### src/rtl/reset_sequencer.sv
// Staged reset release: memories first, then core, then ready.
// Also runs soft core resets through a level req / pulse ack handshake.
module reset_sequencer #(
  parameter int HOLD_CYCLES       = 16,
  parameter int STAGE_DELAY       = 8,
  parameter int SOFT_PULSE_CYCLES = 4
) (
  input  logic clk,
  input  logic reset,
  input  logic clk_locked,
  input  logic soft_reset_req,
  output logic soft_reset_ack,
  output logic reset_mem,
  output logic reset_core,
  output logic ready
);

  localparam int MAX_AB =
    (HOLD_CYCLES > STAGE_DELAY) ? HOLD_CYCLES : STAGE_DELAY;
  localparam int MAX_ALL =
    (MAX_AB > SOFT_PULSE_CYCLES) ? MAX_AB : SOFT_PULSE_CYCLES;
  localparam int CW = $clog2(MAX_ALL + 1);

  localparam logic [CW-1:0] HOLD_LAST  = CW'(HOLD_CYCLES - 1);
  localparam logic [CW-1:0] STAGE_LAST = CW'(STAGE_DELAY - 1);
  localparam logic [CW-1:0] SOFT_LAST  = CW'(SOFT_PULSE_CYCLES - 1);

  if (HOLD_CYCLES < 1) begin : g_bad_hold
    $error("HOLD_CYCLES must be >= 1");
  end
  if (STAGE_DELAY < 1) begin : g_bad_stage
    $error("STAGE_DELAY must be >= 1");
  end
  if (SOFT_PULSE_CYCLES < 1) begin : g_bad_soft
    $error("SOFT_PULSE_CYCLES must be >= 1");
  end

  typedef enum logic [1:0] {
    HOLD,
    MEM_UP,
    RUN,
    SOFT
  } state_t;

  state_t        state;
  logic [CW-1:0] cnt;
  logic          armed;
  logic          soft_done;

  always_ff @(posedge clk) begin
    if (reset) begin
      state          <= HOLD;
      cnt            <= '0;
      reset_mem      <= 1'b1;
      reset_core     <= 1'b1;
      ready          <= 1'b0;
      soft_reset_ack <= 1'b0;
      soft_done      <= 1'b0;
      armed          <= 1'b1;
    end else begin
      soft_reset_ack <= 1'b0;
      if (!soft_reset_req) armed <= 1'b1;
      // lock loss outside HOLD restarts the whole sequence
      if (!clk_locked && state != HOLD) begin
        state      <= HOLD;
        cnt        <= '0;
        reset_mem  <= 1'b1;
        reset_core <= 1'b1;
        ready      <= 1'b0;
        soft_done  <= 1'b0;
      end else begin
        unique case (state)
          HOLD: begin
            if (!clk_locked) begin
              cnt <= '0;
            end else if (cnt == HOLD_LAST) begin
              reset_mem <= 1'b0;
              cnt       <= '0;
              state     <= MEM_UP;
            end else begin
              cnt <= cnt + CW'(1);
            end
          end
          MEM_UP: begin
            if (cnt == STAGE_LAST) begin
              reset_core <= 1'b0;
              cnt        <= '0;
              state      <= RUN;
            end else begin
              cnt <= cnt + CW'(1);
            end
          end
          RUN: begin
            soft_reset_ack <= soft_done;
            soft_done      <= 1'b0;
            if (soft_reset_req && armed) begin
              reset_core <= 1'b1;
              ready      <= 1'b0;
              armed      <= 1'b0;
              cnt        <= '0;
              state      <= SOFT;
            end else begin
              ready <= 1'b1;
            end
          end
          SOFT: begin
            if (cnt == SOFT_LAST) begin
              reset_core <= 1'b0;
              soft_done  <= 1'b1;
              cnt        <= '0;
              state      <= RUN;
            end else begin
              cnt <= cnt + CW'(1);
            end
          end
          default: state <= HOLD;
        endcase
      end
    end
  end

endmodule

### config.mk
export PLATFORM = sky130hd
export DESIGN_NAME = reset_sequencer
export DESIGN_NICKNAME = d
export VERILOG_FILES = /design/src/rtl/reset_sequencer.sv
export SDC_FILE = /design/constraint.sdc
export NUM_CORES = 1
export LEC_CHECK = 0
export CAP_MARGIN = 20
export CORE_AREA = 2 2 39 41
export CTS_CLUSTER_DIAMETER = 30
export DETAILED_ROUTE_END_ITERATION = 8
export DIE_AREA = 0 0 41 43
export PLACE_DENSITY = 0.7
export SETUP_SLACK_MARGIN = 0.02
export SLEW_MARGIN = 20
export SYNTH_ARGS = -nofsm -noshare
export SYNTH_HDL_FRONTEND = slang
export SYNTH_SLANG_ARGS = --single-unit
### constraint.sdc
create_clock -name clk -period 2.2 [get_ports clk]
set_input_delay 0.33 -clock clk [delete_from_list [all_inputs] [get_ports clk]]
set_output_delay 0.33 -clock clk [all_outputs]
set_load 0.01 [all_outputs]
After elaboration in Yosys (flattened, before gate mapping)
Index checks and enable logic that the tools add are counted.
{"block": "totals", "reg_bits": 13, "in_bits": 4, "output_inout_bits": 4, "elab_cells": 57}
{"block": "op_classes", "addsub": 1, "n_eq_ne": 11, "mux": 23, "bitwise": 1, "n_reduce_logical": 13}
{"cell": "$mux W5", "n": 5}
{"cell": "$pmux W5 S4", "n": 1}
{"cell": "$mux W2", "n": 5}
{"cell": "$ne A2 B2 Y1 const B", "n": 5}
{"cell": "$mux W1", "n": 9}
{"cell": "$pmux W2 S4", "n": 1}
{"cell": "$add A5 B1 Y5 const B", "n": 1}
{"cell": "$eq A5 B2 Y1 const B", "n": 1}
{"cell": "$eq A5 B3 Y1 const B", "n": 1}
{"cell": "$eq A5 B4 Y1 const B", "n": 1}
{"cell": "$reduce_and A5 Y1", "n": 1}
{"cell": "$eq A2 B2 Y1 const B", "n": 2}
{"cell": "$reduce_and A4 Y1", "n": 1}
{"cell": "$reduce_bool A2 Y1", "n": 2}
{"cell": "$pmux W1 S3", "n": 1}
{"cell": "$reduce_and A3 Y1", "n": 1}
{"cell": "$reduce_bool A3 Y1", "n": 1}
{"cell": "$reduce_or A3 Y1", "n": 1}
{"cell": "$eq A2 B1 Y1 const B", "n": 1}
{"cell": "$logic_and A1 B1 Y1", "n": 2}
{"cell": "$logic_not A2 Y1", "n": 1}
{"cell": "$pmux W1 S2", "n": 1}
{"cell": "$reduce_and A2 Y1", "n": 1}
{"cell": "$reduce_or A2 Y1", "n": 1}
{"cell": "other kinds (2)", "n": 2}

Longest topological paths before layout
Gate-level depths: netlist (run 1).
{"block": "depth", "word_depth": 4, "ltp_mapped": 6, "mapped_depth_nobuf": 5}

Least setup slack after synthesis (run 1)
Ideal clock, no wire load.
{"block": "synth_timing", "path_kind": "register to register", "start": "reg cnt[0]", "end": "reg reset_core", "arrival_ns": 1.469, "setup_slack_ns": 0.612, "stages_incl_launch_ff": 5, "path_cell_list": "dfxtp_1 ha_1 or3b_4 o21a_4 a211o_1"}
{"block": "synth_between", "elab_chain_len": 3, "word_cells_on_any_way": 5, "classes_between": "eq/ne (4); reduce/logical (1)"}
{"element": "start, declared", "line": "46", "source": "logic [CW-1:0] cnt;"}
{"element": "start signal, assigned", "line": "81", "source": "cnt <= cnt + CW'(1);"}
{"element": "start signal, assigned", "line": "90", "source": "cnt <= cnt + CW'(1);"}
{"element": "start signal, assigned", "line": "113", "source": "cnt <= cnt + CW'(1);"}
{"element": "$eq A5 B2 Y1 / $eq A5 B3 Y1 (equally long branches)", "line": "107, 85"}
{"element": "$ne A2 B2 Y1 (no source line)"}
{"element": "$reduce_and A4 Y1 (no source line) *"}
{"element": "end signal, assigned", "line": "86", "source": "reset_core <= 1'b0;"}
{"element": "end signal, assigned", "line": "97", "source": "reset_core <= 1'b1;"}
{"element": "end signal, assigned", "line": "108", "source": "reset_core <= 1'b0;"}
{"element": "end, declared", "line": "14", "source": "output logic reset_core,"}
Mark *: on every way between the ends. The rest lies on a longest branch, timed or not.
A chain may end at the register's enable or synchronous reset.

Worst setup path after layout (run 1)
{"block": "layout_timing", "start": "reg cnt[0]", "end": "reg cnt[3]"}
{"block": "layout_between", "elab_chain_len": 4, "word_cells_on_any_way": 9, "classes_between": "add/sub (1); eq/ne (3); mux (5)"}
{"element": "$add A5 B1 Y5 / $eq A5 B4 Y1 (equally long branches)"}
{"element": "$mux W5", "line": "76", "source": "end else if (cnt == HOLD_LAST) begin"}
{"element": "$mux W5", "line": "74", "source": "if (!clk_locked) begin"}
{"element": "$pmux W5 S4 *", "line": "72", "source": "unique case (state)"}
Marked as above.

==> flow_summary.toml, run 1 <==
[routing]
wirelength_um = 1261
dr.pass1.iters = 4
drtIter0Drc = 26
wl_per_cell_um = 13.14
vias = 558
avgViaCountPerCell = 5.813
drt.antenna.violating_nets = 0
drc = 0

[timing]
slew_headroom_pct = 66.79
timing.final.ws_setup_ns = 0.4612
worstMarginPinSlew_ns = 0.4981
setup_viol = 0
slew_violations = 0
hold_violations = 0
fmax_mhz = 575.1
fin_tns_setup_ns = 0
min_period_over_period_pct = 79.04
fin_crit_ns = 1.739
finClkSkew_ns = 0.001239
rsz0062_at_grt = "false"

[floorplanning]
die_area_um2 = 1763
ios = 8
core_area_um2 = 1384
rows = 14
start_util_pct = 45.66
die_height_um = 43
die_w_um = 41

[clock_tree]
postCtsHoldBufs = 0
cts_tree = "yes"
cts_resized = 0
clkTransAtPathRegs_ns = 0.07
clock_path_buffers = 2
root_buffer = "clkbuf_4"
clk_latency_ns = 0.28
h-tree-depth = 1
cts_sinks = 13
post_cts_buffers = 0
numCtsBuffers = 3

[critical_path]
cp.required_ns = 2.37
worst-path-buf-inv = 0
path_cells = "ha_1 -> or3b_4 -> o21a_4 -> o211ai_1 -> a31oi_1"
critPathSlowestCell = "or3b_4"
cp-end-kind = "flop"
worstPathArrival_ns = 1.90
worst-path-max-fanout = 6
rrSetupSlack_ns = 0.46
max_stage_delay_ns = 0.43
critPathKind = "reg -> reg"
reg2regPathDepth = 5
cp-start-kind = "flop"
timing.rr.start = "cnt[0]"
rr_endpoint = "cnt[3]"
critical-path-top-delay-family = "compound AO/OA/AOI/OAI gates"

[synth]
synth_xor_xnor_area_share_pct = 1.386
ys_async_sr_fraction_pct = 0
synth_fp_nets = 78
synth_compound_area_share_pct = 26.14
ys_types = 31
synth_top_family_by_area = "compound AO/OA/AOI/OAI gates"
synth-seq-cells = 13
yosysTopAreaCell = "dfxtp_1"
synth_mux_area_share_pct = 0
ys.flop_type = "dfxtp_1"
ys_seq_area_share_pct = 41.19
ys.warnings.count = 0
synth-adder-area-share_pct = 3.960
synth_area_leaders = "dfxtp_1 41%, a21oi_1 6.3%, nand2_1 4.2%"
avgSynthCellArea_um2 = 8.776
synth_edf_count = 0
synthCells = 72
synthSimpleGateAreaFrac_pct = 22.77
yosysTopAreaCellShare_pct = 41.19
syn_area_um2 = 631.9
synth.most_common_cell = "dfxtp_1"
yosys-top-cells-count = "13 x dfxtp_1, 8 x a21oi_1, 7 x nand2_1"

[pwr]
power_density_nw_per_um2 = 565.1
power_switching_share_pct = 22.23
power.switching_w = 0.00009131
combPwrFrac_pct = 5.6
p_seq_share_pct = 58.5
internal_power_w = 0.0003195
ir_drop_uv = 342.1
leakagePower_nw = 0.2688
clkPwrFrac_pct = 36.0

[outcome]
status = "finished, final reports clean"

[global_routing]
gr-total-overflow = 0
grt_pass1_vias = 500
track_usage_pct = 17.87
grt_max_degree = 11
use_met1_pct = 24.00
grt_pass1_wl_um = 2111
antenna_found_initial = 0
grt_util_met3_pct = 3.141
grt-busiest-layer = "met2"
gr-usage-met2_pct = 25.94

[final_layout]
final_cell_area_um2 = 726.9
syn_to_final_growth_pct = 15.05
instances_no_fill = 96
nets = 87
fin_util_pct = 52.53
drive_above_1_share_pct = 10.00
diodes = 0

[placement]
post_dp_cell_area_um2 = 700.7
pre_cts_slack_ns = 0.4494
dp.cells = 92
gp_congestion = 0.7661
dp.final_hpwl_um = 874.1
io_buffers = 7

[run]
maxCapViolations = 0

[hold_path]
hold_class = "reg -> reg"
min_to = "cnt[1]"
hold_start = "cnt[1]"
min_path_cells = 2
[worst max path at each step]
stage / startpoint / endpoint / slack, ns / depth (start not counted)
floorplan: cnt[0] / reset_core / 0.61 / 4
global placement: clk_locked / reset_core / 0.50 / 4
detailed placement: clk_locked / reset_core / 0.45 / 4
CTS: cnt[0] / cnt[3] / 0.48 / 5
global route: cnt[0] / cnt[3] / 0.35 / 5
finish: cnt[0] / cnt[3] / 0.46 / 5
[sequential cells by signal, indices dropped and copies added (netlist names)]
register        flops
armed               1
cnt                 5
ready               1
reset_core          1
reset_mem           1
soft_done           1
soft_reset_ack      1
state               2
[cell type report]
cell class / instances / area (um^2)
well taps: 16 / 20.02
multi-input cells: 54 / 342.8
flip-flops and latches: 13 / 260.3
inverters: 2 / 7.507
repair buffers: 7 / 70.07
clock buffers: 4 / 26.28
fillers: 136 / 656.9
[placed cells by master (no fill, tap or decap)]
cell             count
nand3b_1             1
o211ai_1             2
nor2_1               5
clkdlybuf4s50_1      7
o22ai_1              2
o21bai_1             1
a211o_1              1
nor3b_1              1
nor2b_1              1
nand2_1              7
a2111o_1             1
nand4b_1             1
a22o_2               1
or2_2                1
or3b_4               1
nand3_1              2
ha_1                 2
xnor2_1              1
clkbuf_1             1
dfxtp_1             13
a21oi_1              8
clkbuf_4             3
o21ai_0              3
nor3_1               2
nor2_2               1
nand2b_1             3
a31oi_1              1
a32oi_1              1
a211oi_1             2
inv_1                2
o21a_4               1
and3_1               1
[metrics by stage]
step	hold WS [ns]	total power (W)
floorplan	0.4061	0.0002584
global placement	0.4661	0.0002676
detailed placement	0.4728	0.0002684
CTS	0.4825	0.0004115
global route	0.5001	0.0004234
finish	0.4769	0.0004108
[tightest hold or removal path: stages (launching register included)]
cell,delay (ns)
dfxtp_1,0.33
nand2_1,0.06
a21oi_1,0.05
[kinds of logic after synthesis]
family,after synthesis
and+or+nand+nor,27
AOI/OAI and AO/OA,24
DFF,13
buffers and inverters,5
adders and majority gates,2
xor gates and xnor gates,1
[routing by layer]
metal / vias to the layer above / wire, um
li1: 279 / -
met1: 256 / 543
met2: 18 / 607
met3: 5 / 76
met4: 0 / 34
met5: - / 0
[power groups by stage]
stage | Combinational [W] | Clock [W] | Sequential (W)
after global placement | 0.0000219 | 0 | 0.000246
after global routing | 0.0000257 | 0.000157 | 0.000241
after floorplan | 0.0000133 | 0 | 0.000245
after detailed placement | 0.0000226 | 0 | 0.000246
final | 0.0000229 | 0.000148 | 0.000240
after CTS | 0.0000228 | 0.000149 | 0.000240
(Power assumes the default switching activity.)
==> run 2, diff against run 1 <==
- clock period: 2.2 -> 1.8 ns (I/O delays scaled with it)
==> run 2 against run 1 <==
Compared with the run above:
- utilization up 0.54 points
- non-clock buffer count up 1
- flip-flop and latch count unchanged
- critical endpoint is now reset_core
- highest routed layer unchanged
==> flow_summary.toml, run 2 (synthesis results as in run 1) <==
[timing]
fin_crit_ns = 1.691
setup_viol = 0
worstMarginPinSlew_ns = 0.4448
finClkSkew_ns = 0.002876
fin_tns_setup_ns = 0
holdWs_ns = 0.4825
rsz0062_at_grt = "false"
hold_violations = 0
slew_violations = 0
fmax_mhz = 591.3
slew_headroom_pct = 70.35
min_period_over_period_pct = 93.95

[clock_tree]
cts_resized = 0
clock_path_buffers = 2
root_buffer = "clkbuf_4"
h-tree-depth = 1
clkTransAtPathRegs_ns = 0.07
cts_tree = "yes"
postCtsHoldBufs = 0
clk_latency_ns = 0.27
numCtsBuffers = 3
cts_sinks = 13
post_cts_buffers = 0

[global_routing]
grt_max_degree = 11
grt_pass1_wl_um = 2208
grt_pass1_vias = 536
track_usage_pct = 18.74
antenna_found_initial = 0
gr-total-overflow = 0

[outcome]
status = "finished, final reports clean"

[placement]
gp_congestion = 0.8662
dp.final_hpwl_um = 906.3
io_buffers = 7
post_dp_cell_area_um2 = 708.2

[final_layout]
mostFrequentLayoutCells = "13 x dfxtp_1, 8 x a21oi_1, 7 x nand2_1, 7 x clkdlybuf4s50_1, 5 x nor2_1"
diodes = 0
nets = 88
layout_commonest_cell = "dfxtp_1"
regMostFlops = "cnt"
final_cell_area_um2 = 734.5
drive_above_1_share_pct = 11.11
syn_to_final_growth_pct = 16.24
largestRegisters = "cnt x5, state x2"
largest_reg_flops = 5

[routing]
vias = 538
drc = 0
wirelength_um = 1226
drt.antenna.violating_nets = 0
avgViaCountPerCell = 5.546
dr.pass1.iters = 4
drtIter0Drc = 6
wl_per_cell_um = 12.64

[floorplanning]
die_height_um = 43
ios = 8
core_area_um2 = 1384
rows = 14
die_w_um = 41
start_util_pct = 45.66
die_area_um2 = 1763

[critical_path]
max_stage_delay_ns = 0.42
critPathSlowestCell = "or3b_4"
cp-end-kind = "flop"
cp-start-kind = "flop"
rrSetupSlack_ns = 0.11
cp.required_ns = 1.96
path_cells = "ha_1 -> or3b_4 -> o21a_4 -> a211o_1"
worstPathArrival_ns = 1.85
critPathKind = "reg -> reg"
worst-path-max-fanout = 6
worst-path-buf-inv = 0
critical-path-top-delay-family = "compound AO/OA/AOI/OAI gates"

[pwr]
power_density_nw_per_um2 = 679.6
ir_drop_uv = 425.1
leakagePower_nw = 0.2736

[run]
maxCapViolations = 0

[hold_path]
hold_class = "reg -> reg"
## run 2: per-stage QoR
step           instances  total power [W]  utilization, %  setup slack (ns)
2_1_floorplan         72        0.0003158               -            0.2118
5_1_grt               97        0.0005258           53.07           0.02056
3_3_place_gp          93        0.0003298           51.18            0.1642
6_report              97        0.0004992           53.07            0.1088
3_5_place_dp          93        0.0003302           51.18            0.1300
4_1_cts               97        0.0005071           53.07            0.1129
## run 2: power breakdown
part	switching [W]	total (W)	internal, W
clock	0.0000899	0.000176	0.0000858
sequential	0.00000340	0.000294	0.000291
combinational	0.0000143	0.0000296	0.0000153
total	0.000108	0.000499	0.000392
## run 2: area by class of cell
cell class | count | area [um^2]
Inverter | 2 | 7.507
Sequential cell | 13 | 260.3
Multi-Input combinational cell | 54 | 342.8
Tap cell | 16 | 20.02
Clock buffer | 4 | 26.28
Fill cell | 135 | 649.4
Timing Repair Buffer | 8 | 77.57
## run 2: layer usage
metal / wire [um] / global-route usage (%)
met1: 595 / 24.50
met2: 594 / 26.25
met3: 25 / 4.712
met4: 11 / 12.00
met5: 0 / 0
## run 2: worst reg2reg max path, delay by kind of cell (launching register included)
kind	cells	cell delay (ns)
AND/OR/NAND/NOR	1	0.42
flip-flops	1	0.39
adder cells (fa/ha/maj)	1	0.25
AO/OA/AOI/OAI	2	0.53
## run 2: worst paths after layout
check / start / endpoint / depth (start not counted)
min: cnt[1] / cnt[1] / 2
max reg2reg: cnt[0] / reset_core / 4
max: cnt[0] / reset_core / 4
min reg2reg: cnt[1] / cnt[1] / 2
